<file path="src/rtl/dqs_seq_pkg.sv">
// Shared types, constants and slot-mask helpers for the DQS write sequencer.
package dqs_seq_pkg;

    typedef enum logic [1:0] {
        IDLE  = 2'd0,
        PRE   = 2'd1,
        BURST = 2'd2,
        POST  = 2'd3
    } state_e;

    localparam logic [7:0] DQS_TOGGLE = 8'b0101_0101;
    localparam logic [3:0] OEN_ALL    = 4'b1111;

    // Slot 0 is first in time, so the preamble occupies the MSB (latest) slots.
    function automatic logic [3:0] pre_mask(input int n);
        logic [3:0] m;
        m = '0;
        for (int i = 0; i < 4; i++) begin
            if (i >= 4 - n) m[i] = 1'b1;
        end
        return m;
    endfunction

    function automatic logic [3:0] post_mask(input int n);
        logic [3:0] m;
        m = '0;
        for (int i = 0; i < 4; i++) begin
            if (i < n) m[i] = 1'b1;
        end
        return m;
    endfunction

endpackage

</file>
<file path="src/rtl/dqs_wr_seq_if.sv">
// Request/abort handshake from the write scheduler and gearbox-side DQS outputs.
interface dqs_wr_seq_if #(parameter int LEN_W = 6);

    logic             req_valid;
    logic [LEN_W-1:0] req_len;
    logic             req_ready;
    logic             flush;
    logic [3:0]       t;
    logic [7:0]       d;
    logic             busy;
    logic             done;

    modport master (
        output req_valid, req_len, flush,
        input  req_ready, t, d, busy, done
    );

    modport slave (
        input  req_valid, req_len, flush,
        output req_ready, t, d, busy, done
    );

endinterface

</file>
<file path="src/rtl/dqs_wr_seq.sv">
// DQS write-burst sequencer: preamble, toggle train with back-to-back merge,
// postamble, feeding the t1..t4 / d1..d8 gearbox inputs of the DQS pad.
module dqs_wr_seq
    import dqs_seq_pkg::*;
#(
    parameter int LEN_W      = 6,
    parameter int PRE_SLOTS  = 1,
    parameter int POST_SLOTS = 1
) (
    input  logic         gsclk_ol,
    input  logic         rst_n,
    dqs_wr_seq_if.slave  bus
);

    localparam logic [1:0] ST_IDLE  = 2'(IDLE);
    localparam logic [1:0] ST_PRE   = 2'(PRE);
    localparam logic [1:0] ST_BURST = 2'(BURST);
    localparam logic [1:0] ST_POST  = 2'(POST);

    localparam logic [3:0] PRE_T  = pre_mask(PRE_SLOTS);
    localparam logic [3:0] POST_T = post_mask(POST_SLOTS);

    logic [1:0]       state_q, state_d;
    logic [LEN_W-1:0] cnt_q, cnt_d;
    logic [3:0]       t_q, t_d;
    logic [7:0]       d_q, d_d;
    logic             busy_q, busy_d;
    logic             done_q, done_d;
    logic             req_ready;
    logic             accept;
    logic [LEN_W-1:0] len_m1;

    // cnt holds the number of BURST beats still to follow the current one;
    // a merge is only possible once it has run down to zero.
    always_comb begin
        req_ready = !bus.flush &&
                    (state_q == ST_IDLE || state_q == ST_POST ||
                     (state_q == ST_BURST && cnt_q == '0));
        accept    = bus.req_valid && req_ready;
        len_m1    = (bus.req_len == '0) ? '0 : bus.req_len - LEN_W'(1);

        state_d = state_q;
        cnt_d   = cnt_q;
        case (state_q)
            ST_IDLE: begin
                if (accept) begin
                    cnt_d   = len_m1;
                    state_d = ST_PRE;
                end
            end
            ST_PRE: begin
                state_d = bus.flush ? ST_POST : ST_BURST;
            end
            ST_BURST: begin
                if (bus.flush) begin
                    cnt_d   = '0;
                    state_d = ST_POST;
                end else if (cnt_q != '0) begin
                    cnt_d = cnt_q - LEN_W'(1);
                end else if (accept) begin
                    cnt_d = len_m1;
                end else begin
                    state_d = ST_POST;
                end
            end
            ST_POST: begin
                if (accept) begin
                    cnt_d   = len_m1;
                    state_d = ST_PRE;
                end else begin
                    state_d = ST_IDLE;
                end
            end
            default: begin
                cnt_d   = '0;
                state_d = ST_IDLE;
            end
        endcase
    end

    // Outputs are decoded from the next state so the pad sees registered values.
    always_comb begin
        t_d    = 4'b0000;
        d_d    = 8'h00;
        busy_d = (state_d != ST_IDLE);
        done_d = (state_d == ST_POST);
        case (state_d)
            ST_PRE:   t_d = PRE_T;
            ST_BURST: begin
                t_d = OEN_ALL;
                d_d = DQS_TOGGLE;
            end
            ST_POST:  t_d = POST_T;
            default:  t_d = 4'b0000;
        endcase
    end

    always_ff @(posedge gsclk_ol or negedge rst_n) begin
        if (!rst_n) begin
            state_q <= ST_IDLE;
            cnt_q   <= '0;
            t_q     <= 4'b0000;
            d_q     <= 8'h00;
            busy_q  <= 1'b0;
            done_q  <= 1'b0;
        end else begin
            state_q <= state_d;
            cnt_q   <= cnt_d;
            t_q     <= t_d;
            d_q     <= d_d;
            busy_q  <= busy_d;
            done_q  <= done_d;
        end
    end

    assign bus.req_ready = req_ready;
    assign bus.t         = t_q;
    assign bus.d         = d_q;
    assign bus.busy      = busy_q;
    assign bus.done      = done_q;

endmodule

</file>
<file path="src/flat_wrapper.sv">
// flat-port wrapper written by rule: the top's interface ports become plain ports
module dqs_wr_seq_flat import dqs_seq_pkg::*;
#(
    parameter int LEN_W      = 6,
    parameter int PRE_SLOTS  = 1,
    parameter int POST_SLOTS = 1
)
  (gsclk_ol, rst_n, bus_req_valid, bus_req_len, bus_flush, bus_req_ready, bus_t, bus_d, bus_busy, bus_done);
  dqs_wr_seq_if #(.LEN_W(LEN_W)) bus_i ();
  input  logic gsclk_ol;
  input  logic rst_n;
  input wire logic [$bits(bus_i.req_valid)-1:0] bus_req_valid;
  input wire logic [$bits(bus_i.req_len)-1:0] bus_req_len;
  input wire logic [$bits(bus_i.flush)-1:0] bus_flush;
  output wire logic [$bits(bus_i.req_ready)-1:0] bus_req_ready;
  output wire logic [$bits(bus_i.t)-1:0] bus_t;
  output wire logic [$bits(bus_i.d)-1:0] bus_d;
  output wire logic [$bits(bus_i.busy)-1:0] bus_busy;
  output wire logic [$bits(bus_i.done)-1:0] bus_done;
  assign bus_i.req_valid = bus_req_valid;
  assign bus_i.req_len = bus_req_len;
  assign bus_i.flush = bus_flush;
  assign bus_req_ready = bus_i.req_ready;
  assign bus_t = bus_i.t;
  assign bus_d = bus_i.d;
  assign bus_busy = bus_i.busy;
  assign bus_done = bus_i.done;
  dqs_wr_seq #(.LEN_W(LEN_W), .PRE_SLOTS(PRE_SLOTS), .POST_SLOTS(POST_SLOTS)) u_core (.gsclk_ol(gsclk_ol), .rst_n(rst_n), .bus(bus_i));
endmodule
</file>
<file path="config.mk">
export PLATFORM = sky130hd
export DESIGN_NAME = dqs_wr_seq_flat
export DESIGN_NICKNAME = d
export VERILOG_FILES = /design/src/rtl/dqs_seq_pkg.sv /design/src/rtl/dqs_wr_seq_if.sv /design/src/rtl/dqs_wr_seq.sv /design/src/flat_wrapper.sv
export SDC_FILE = /design/constraint.sdc
export NUM_CORES = 1
export LEC_CHECK = 0
export CORE_ASPECT_RATIO = 0.7
export CORE_MARGIN = 3
export CORE_UTILIZATION = 27
export CTS_BUF_LIST = sky130_fd_sc_hd__clkbuf_4 sky130_fd_sc_hd__clkbuf_8 sky130_fd_sc_hd__clkbuf_16
export CTS_CLUSTER_SIZE = 14
export DETAILED_ROUTE_END_ITERATION = 10
export GPL_TIMING_DRIVEN = 0
export PLACE_DENSITY_LB_ADDON = 0.05
export RECOVER_POWER = 50
export REMOVE_ABC_BUFFERS = 1
export SLEW_MARGIN = 25
export SYNTH_ARGS = -nofsm -noshare
export SYNTH_HDL_FRONTEND = slang
export SYNTH_SLANG_ARGS = --single-unit
</file>
<file path="constraint.sdc">
create_clock -name gsclk_ol -period 2.2 [get_ports gsclk_ol]
set_input_delay 0.44 -clock gsclk_ol [delete_from_list [all_inputs] [get_ports gsclk_ol]]
set_output_delay 0.44 -clock gsclk_ol [all_outputs]
set_load 0.05 [all_outputs]
</file>
==> results.json <==
{
  "worstSetupEndpointType": "primary output",
  "hold_viol": 0,
  "die_width_um": 79.5,
  "antenna_found_initial": 0,
  "ys_types": 44,
  "synth-seq-area-share": 0.294,
  "cts_buffers": 3,
  "tightestPinTransition_ns": 0.672,
  "syn_area_um2": 1020,
  "grt_pass1_vias": 852,
  "clock_sinks": 12,
  "initial_core_util": 0.285,
  "synth_edf_count": 0,
  "synth_cells": 114,
  "grt_max_degree": 13,
  "yosysTopAreaCell": "dfrtp_1",
  "syn_to_final_growth_pct": 29.6,
  "placed_cell_area_um2": 1210,
  "multi_input_area_um2": 641,
  "final-seq-area_um2": 303,
  "clkLatencyLatePin_ns": 0.24,
  "ys_ff_latch": 12,
  "fmax_mhz": 475,
  "async_flop_share": 1.00,
  "cp_slowest_stage_delay_ns": 0.45,
  "vias_per_cell": 4.86,
  "grt.overflow.total": 0,
  "startpoint_type": "flop",
  "antenna_cells": 0,
  "relSlewSlack": 0.552,
  "period_minus_slack_ns": 2.10,
  "wl_mm": 2.36,
  "cp_slowest_cell": "dfrtp_2",
  "ys.flop_type": "dfrtp_1",
  "drc": 0,
  "hold_buffers": 0,
  "place_congestion": 0.732,
  "drt_first_iter_violations": 14,
  "grt_pass1_wl_mm": 4.08,
  "r2r_slack_ns": 0.17,
  "hold_class": "flop to flop",
  "synth.top_cell.area_share": 0.294,
  "finalCritPeriodShare": 0.957,
  "drive_above_1_share": 0.174,
  "grt_usage": 0.113,
  "final_nets": 153,
  "crit_arrival_ns": 1.66,
  "finish.utilization": 0.370,
  "synth_top_cells_by_area": "dfrtp_1, ha_1, buf_4, inv_1, nand2_1",
  "layout.cells.most_common": "clkdlybuf4s50_1",
  "clk_pin_slew_ns": 0.05,
  "clockBufferDepth": 2,
  "fp.dieH_um": 57.5,
  "place.port_buffers": 20,
  "critPathKind": "flop to primary output",
  "cp_cell_sequence": "inv_1, ha_1, nor2b_4, a21oi_4, nor3b_2, buf_4",
  "root_buffer": "clkbuf_8",
  "ant_nets": 0,
  "rows": 18,
  "setup_viol": 0,
  "drv_cap": 0,
  "hpwl_mm": 1.83,
  "num_vias": 885,
  "htree_num_levels": 1,
  "mostFrequentLayoutCells": "clkdlybuf4s50_1, inv_1, dfrtp_1",
  "skew_ns": 0.00560,
  "tritoncts": "yes",
  "final_area_um2": 1330,
  "die_area_um2": 4570,
  "syn_area_per_cell_um2": 8.97,
  "worst_ep_required_time_ns": 1.76,
  "design.core.area_um2": 3580,
  "slew_viol_final": 0,
  "cp_max_fo": 7,
  "ys_warn_count": 0,
  "boundaryPins": 25,
  "fill_cells": 361,
  "drt_first_pass_iters": 4,
  "status": "finished, final reports clean",
  "wl_per_cell_um": 13.0
}
==> registers in the layout (all words and copies together), names as in the netlist <==
name,flops
u_core.cnt_q,6
u_core.bus.t,3
u_core.bus.busy,1
u_core.bus.done,1
u_core.state_q,1
==> cells in the mapped netlist, types with 2 or more instances <==
cell and number:
a21oi_1 5, a31oi_1 2, and2_1 2, buf_4 10
dfrtp_1 12, ha_1 10, inv_1 11, nand2_1 10
nand2b_1 3, nand4_1 3, nor2_1 5, nor2b_1 2
nor3b_1 2, nor4_1 3, o2111ai_1 2, o311ai_0 3
xnor2_1 2
==> layer usage <==
metal	GRT usage	part of all wire
met3	0.0331	0.024
met4	0.0147	0
met2	0.158	0.43
met1	0.174	0.55
met5	0	0
==> layout make-up <==
| type | count | area share |
|---|---|---|
| timing repair buffer | 23 | 0.166 |
| inverter | 11 | 0.0331 |
| multi-input combinational | 82 | 0.483 |
| tap | 50 | 0.0472 |
| clock buffer | 4 | 0.0415 |
| sequential | 12 | 0.229 |
==> stage by stage <==
step                      cells  setup slack, ns   TNS, ns  hold WS, ns
after floorplan             105           -0.753     -2.64        0.144
after global placement      175           -0.504    -0.858        0.560
after detailed placement    175           -0.519    -0.993        0.571
after CTS                   180           0.0229         0        0.594
after global routing        182         -0.00443  -0.00443        0.608
final                       182           0.0955         0        0.598
==> path summary, 6_finish.rpt <==
path	startpoint	endpoint	depth (start not counted)
setup / recovery	u_core.cnt_q[0]$_DFFE_PN0P_	bus_req_ready	6
hold / removal	u_core.cnt_q[1]$_DFFE_PN0P_	u_core.cnt_q[1]$_DFFE_PN0P_	1
setup reg to reg	u_core.cnt_q[0]$_DFFE_PN0P_	u_core.bus.t[3]$_DFF_PN0_	10
hold reg to reg	u_core.cnt_q[1]$_DFFE_PN0P_	u_core.cnt_q[1]$_DFFE_PN0P_	1
max in group asynchronous	rst_n	u_core.cnt_q[0]$_DFFE_PN0P_	1
min in group asynchronous	rst_n	u_core.cnt_q[5]$_DFFE_PN0P_	1
==> cells by family (layout without fill, tap and decap cells) <==
group	count (synthesis)	in the layout	share of synthesized area
other cells	1	4	0.00367
fa+ha+maj	10	10	0.122
xor+xnor	2	2	0.0171
flops	12	12	0.294
simple gates	37	37	0.209
buf+inv	23	38	0.129
compound gates	28	28	0.214
mux	1	1	0.0110
==> what timing repair did <==
item,4_1_cts,5_1_grt
endpoints found under the setup margin,4,4
buffers inserted,1,2
resized for setup,13,6
==> worst max-delay path: cells and delay by family, from the launching register on <==
kind	cells	cell delay, ns
adders and majority gates	1	0.19
DFF	1	0.45
and+or+nand+nor	2	0.39
buffers and inverters	2	0.32
AOI/OAI and AO/OA	1	0.09
Power is not shown: default switching activity piles up to over one toggle a cycle in this logic, so the estimate is an artifact.
==> RTL change 1: new RTL, same flow settings <==
`LEN_W` is set to 6 in 3 places; all go to 3.
--- a/src/rtl/dqs_wr_seq_if.sv
+++ b/src/rtl/dqs_wr_seq_if.sv
@@ -1,4 +1,4 @@
 // Request/abort handshake from the write scheduler and gearbox-side DQS outputs.
-interface dqs_wr_seq_if #(parameter int LEN_W = 6);
+interface dqs_wr_seq_if #(parameter int LEN_W = 3);
 
     logic             req_valid;
--- a/src/rtl/dqs_wr_seq.sv
+++ b/src/rtl/dqs_wr_seq.sv
@@ -4,5 +4,5 @@
     import dqs_seq_pkg::*;
 #(
-    parameter int LEN_W      = 6,
+    parameter int LEN_W      = 3,
     parameter int PRE_SLOTS  = 1,
     parameter int POST_SLOTS = 1
--- a/src/flat_wrapper.sv
+++ b/src/flat_wrapper.sv
@@ -2,5 +2,5 @@
 module dqs_wr_seq_flat import dqs_seq_pkg::*;
 #(
-    parameter int LEN_W      = 6,
+    parameter int LEN_W      = 3,
     parameter int PRE_SLOTS  = 1,
     parameter int POST_SLOTS = 1
Ports: changed (resized bus_req_len); port bits go from 25 to 22. No check against the original RTL was run, so the function may have changed too.
==> RTL change 1 against the original RTL <==
Register-to-register slack got worse by 20 ps. Clock skew is 2.6 ps lower. First-iteration DRC count rose by 36%. Die area down 22%. Synthesized area fell by 24%. Setup slack better by 54 ps. Wire length fell by 29%. Cell area down 23%. Sequential cell count is 2 lower.
Power is not shown: default switching activity piles up to over one toggle a cycle in this logic, so the estimate is an artifact.
==> RTL change 1: results (changes against the original RTL) <==
- Status: finished clean (unchanged)
- Crit Path Max Fanout: 6 (was 7)
- Cells on worst reg2reg path: 9 (was 10)
- Synth area leaders: dfrtp_1, ha_1, buf_4, a2111oi_2, inv_1 (was dfrtp_1, ha_1, buf_4, inv_1, nand2_1)
- Filler cell count: 268 (was 361)
- Port Buf Inserts: 17 (was 20)
- Grt met3 use: 4.00% (was 3.31%)
- Vias: 608 (was 885)
- Root Buffer: clkbuf_8 (unchanged)
- Synth cell types: 30 (was 44)
- Largest net degree at the start of global routing: 13 (unchanged)
- Post-place instance area: 920 µm² (was 1210 µm²)
- Worst Skew: 2.98 ps (was 5.60 ps)
- Clk Latency, worst-skew pair: 230 ps
- Met2 usage: 13.9% (was 15.8%)
- Worst Hold Class: reg -> reg (unchanged)
- H-Tree Level Count: 1 (unchanged)
- WHS: 498 ps (was 598 ps)
- Cell family with most CP delay: compound AO/OA/AOI/OAI gates (was flip-flops)
- N_diodes: 0 (unchanged)
- Initial DRC Count: 19 (was 14)
- Pre-antenna DRT Iters: 4 (unchanged)
- Routability cong.: 0.765 (was 0.732)
- Layout cells sized above 1: 20.6% (was 17.4%)
- Final HPWL DP: 1.30 mm (was 1.83 mm)
- Deepest clock path buffer count: 2 (unchanged)
- Total of max-cap violations: 0 (unchanged)
- Yosys warnings: 0 (unchanged)
- Async S/R FF share, synth: 100% (unchanged)
- M1 GR Usage: 13.4% (was 17.4%)
- Critical path's slowest cell: a2111oi_2 (was dfrtp_2)
- Reg2reg setup slack: 150 ps (was 170 ps)
- Critical path's largest stage delay: 490 ps (was 450 ps)
- Critical Path Sink: u_core.bus.t[0] (was bus_req_ready)
- WL per Instance: 12.8 µm (was 13.0 µm)
- Synth top cells by count: dfrtp_1, ha_1, buf_4, inv_1, nor2_1 (was dfrtp_1, inv_1, buf_4, ha_1, nand2_1)
- Origin of the worst setup path: u_core.state_q[0] (was u_core.cnt_q[0])
- Arrival time worst endpoint: 2180 ps (was 1660 ps)
- Vias in the first global route: 575 (was 852)
- First-pass GRT wire length: 2.70 mm (was 4.08 mm)
- Sequential area share after synthesis: 32.4% (was 29.4%)
- Layout Nets: 115 (was 153)
- Total CTS buffers: 3 (unchanged)
- Gr usage total: 9.79% (was 11.3%)
- Clk pin slew, worst setup/hold paths: 50 ps (about the same)
- Slew HR: 66.3% (was 55.2%)
- Initial antenna violation count: 0 (unchanged)
==> RTL change 1: cell count changes in the layout (fill, tap and decap cells not counted), sizes merged, moves of 3 or more <==
| cell | unedited run | this run |
|---|---|---|
| nand2 | 10 | 2 |
| clkdlybuf4s50 | 16 | 12 |
| o21ai | 1 | 5 |
| nand4 | 3 | 0 |
| o311ai | 3 | 0 |
| inv | 11 | 8 |
==> RTL change 1: worst register-to-register path: stages, from the launching register on <==
cell and delay, ps:
dfrtp_1 430, inv_2 90, ha_4 270, inv_4 80
o21ai_0 90, a2111oi_2 490, buf_4 190, a211o_1 110
ha_1 150, nor2_1 40
==> RTL change 1: per-stage QoR <==
stage / setup WS, ps / util (%) / TNS [ps] / std cells
CTS: 19.8 / 38.0 / 0 / 131
global placement: -338 / 35.5 / -1370 / 126
floorplan: -314 / - / -1880 / 75
detailed placement: -310 / 35.5 / -1150 / 126
finish: 149 / 39.5 / 0 / 131
global route: 10.5 / 39.5 / 0 / 131
==> RTL change 1: logic make-up (layout without fill, tap and decap cells) <==
kind of cell / Yosys count / in the layout / share of synthesized area [%]
fa+ha+maj: 10 / 10 / 16.2
other cells: 1 / 4 / 0.485
simple gates: 19 / 19 / 13.8
flops: 10 / 10 / 32.4
compound gates: 24 / 24 / 23.3
buf+inv: 19 / 30 / 13.9
==> RTL change 1: repair_timing <==
item / in CTS / in global routing
hold buffers: 0 / 0
setup buffers: 1 / 0
pin swaps: 1 / 2
resized for setup: 8 / 11
setup endpoints to repair: 3 / 4
==> RTL change 1: worst min-delay path by stage <==
stage	from	to	cells after the start
detailed placement	u_core.cnt_q[2]	u_core.cnt_q[2]	1
finish	u_core.cnt_q[2]	u_core.cnt_q[2]	1
CTS	u_core.cnt_q[2]	u_core.cnt_q[2]	1
global placement	u_core.cnt_q[2]	u_core.cnt_q[2]	1
floorplan	rst_n	u_core.bus.busy	0
global route	u_core.cnt_q[2]	u_core.cnt_q[2]	1
==> RTL change 1: area by class of cell <==
type | count | area [µm²] | share of cell area (%)
Tap cell | 34 | 42.5 | 4.16
Timing Repair Buffer | 18 | 175 | 17.1
Inverter | 8 | 32.5 | 3.18
Multi-Input combinational cell | 57 | 465 | 45.5
Clock buffer | 4 | 55.1 | 5.39
Sequential cell | 10 | 251 | 24.6
==> RTL change 1: per-layer routing <==
metal	part of all wire (%)	vias up
li1	-	314
met1	53	280
met2	43	14
met3	4.4	0
met4	0	0
met5	0	-
==> RTL change 2: new RTL, same flow settings <==
Made on the original files. `d_q` no longer has a reset.
--- a/src/rtl/dqs_wr_seq.sv
+++ b/src/rtl/dqs_wr_seq.sv
@@ -101,5 +101,4 @@
             cnt_q   <= '0;
             t_q     <= 4'b0000;
-            d_q     <= 8'h00;
             busy_q  <= 1'b0;
             done_q  <= 1'b0;
@@ -108,8 +107,11 @@
             cnt_q   <= cnt_d;
             t_q     <= t_d;
-            d_q     <= d_d;
             busy_q  <= busy_d;
             done_q  <= done_d;
         end
+    end
+
+    always_ff @(posedge gsclk_ol) begin
+        d_q <= d_d;
     end
 
Behaviour: differs if rst_n is asserted again (counterexample within 4 cycles, from zero or initial values and one cycle with rst_n low); with rst_n held inactive, the same outputs for 10 cycles.
==> RTL change 2 against the original RTL <==
Hold slack worse by 14 ps. Global-route usage is 0.70 points higher. Cell area up 3.1%. Wire length increased by 9.1%. Clock skew hardly changed. Sequential share of layout area is 0.59 points higher. Synthesized area up 6.6%. Setup slack better by 40 ps. Sequential cell count increased by 1. Critical path type unchanged.
Power is not shown: default switching activity piles up to over one toggle a cycle in this logic, so the estimate is an artifact.
==> RTL change 2: results (changes against the original RTL) <==
- Worst slew pin tran: 589 ps (was 672 ps)
- Vias per cell: 4.86 (about the same)
- Async S/R FF share, synth: 92.3% (was 100%)
- Dpl cells: 184 (was 175)
- Arrival time worst endpoint: 1620 ps (was 1660 ps)
- Critical path's largest stage delay: 420 ps (was 450 ps)
- Crit Path Max Fanout: 5 (was 7)
- # Post-CTS Setup Buffers: 0 (was 1)
- Cells on worst reg2reg path: 7 (was 10)
- Cell Count, Final, Fillers Out: 188 (was 182)
- Routability cong.: 0.759 (was 0.732)
- Layout cells sized above 1: 12.3% (was 17.4%)
- Hold Path Stages: 1 (unchanged)
- Dpl ws: -317 ps (was -519 ps)
- Reg2reg setup slack: 230 ps (was 170 ps)
- Synth area leaders: dfrtp_1, ha_1, buf_4, inv_1, a21oi_1 (was dfrtp_1, ha_1, buf_4, inv_1, nand2_1)
- WL per Instance: 13.7 µm (was 13.0 µm)
- Synth cell types: 45 (was 44)
- Initial DRC Count: 48 (was 14)
- Critical path's slowest cell: dfrtp_1 (was dfrtp_2)
- Final HPWL DP: 1.99 mm (was 1.83 mm)
- Synth top cells by count: dfrtp_1, inv_1, buf_4, ha_1, nand2_1 (unchanged)
- Sequential area share after synthesis: 29.4% (about the same)
- Vias in the first global route: 862 (was 852)
- Worst Skew: 5.30 ps (was 5.60 ps)
- Deepest clock path buffer count: 2 (unchanged)
- Post-place instance area: 1270 µm² (was 1210 µm²)
- Reg-to-Reg Start: u_core.state_q[0] (was u_core.cnt_q[0])
- Layout Nets: 159 (was 153)
- First-pass GRT wire length: 4.37 mm (was 4.08 mm)
- Filler cell count: 383 (was 361)
- Status: finished clean (unchanged)
[RTL change 2: area by class of cell]
type	instances	area (µm²)	share of cell area (%)
Multi-Input combinational cell	88	679	49.7
Sequential cell	13	320	23.4
Timing Repair Buffer	20	206	15.1
Tap cell	50	62.6	4.58
Clock buffer	4	48.8	3.57
Inverter	13	48.8	3.57
[RTL change 2: logic make-up after synthesis]
kind of cell | count (synthesis) | synth area share (%)
buf+inv | 25 | 12.7
mux | 1 | 0.919
flops | 13 | 29.4
other cells | 1 | 0.344
compound gates | 37 | 24.9
xor+xnor | 4 | 3.22
fa+ha+maj | 10 | 11.5
simple gates | 32 | 17.0
[RTL change 2: metal layers]
layer,up-vias,part of all wire (%),track usage [%],routed length (µm)
met4,0,0.86,2.84,22
met2,34,41,16.6,1050
met3,5,7.4,3.65,191
li1,455,-,-,-
met1,419,51,18.1,1310
met5,-,0,0,0
[RTL change 2: what timing repair did]
item	CTS	global route
endpoints found under the setup margin	3	7
gates resized for setup	8	9
endpoints found under the hold margin	0	0
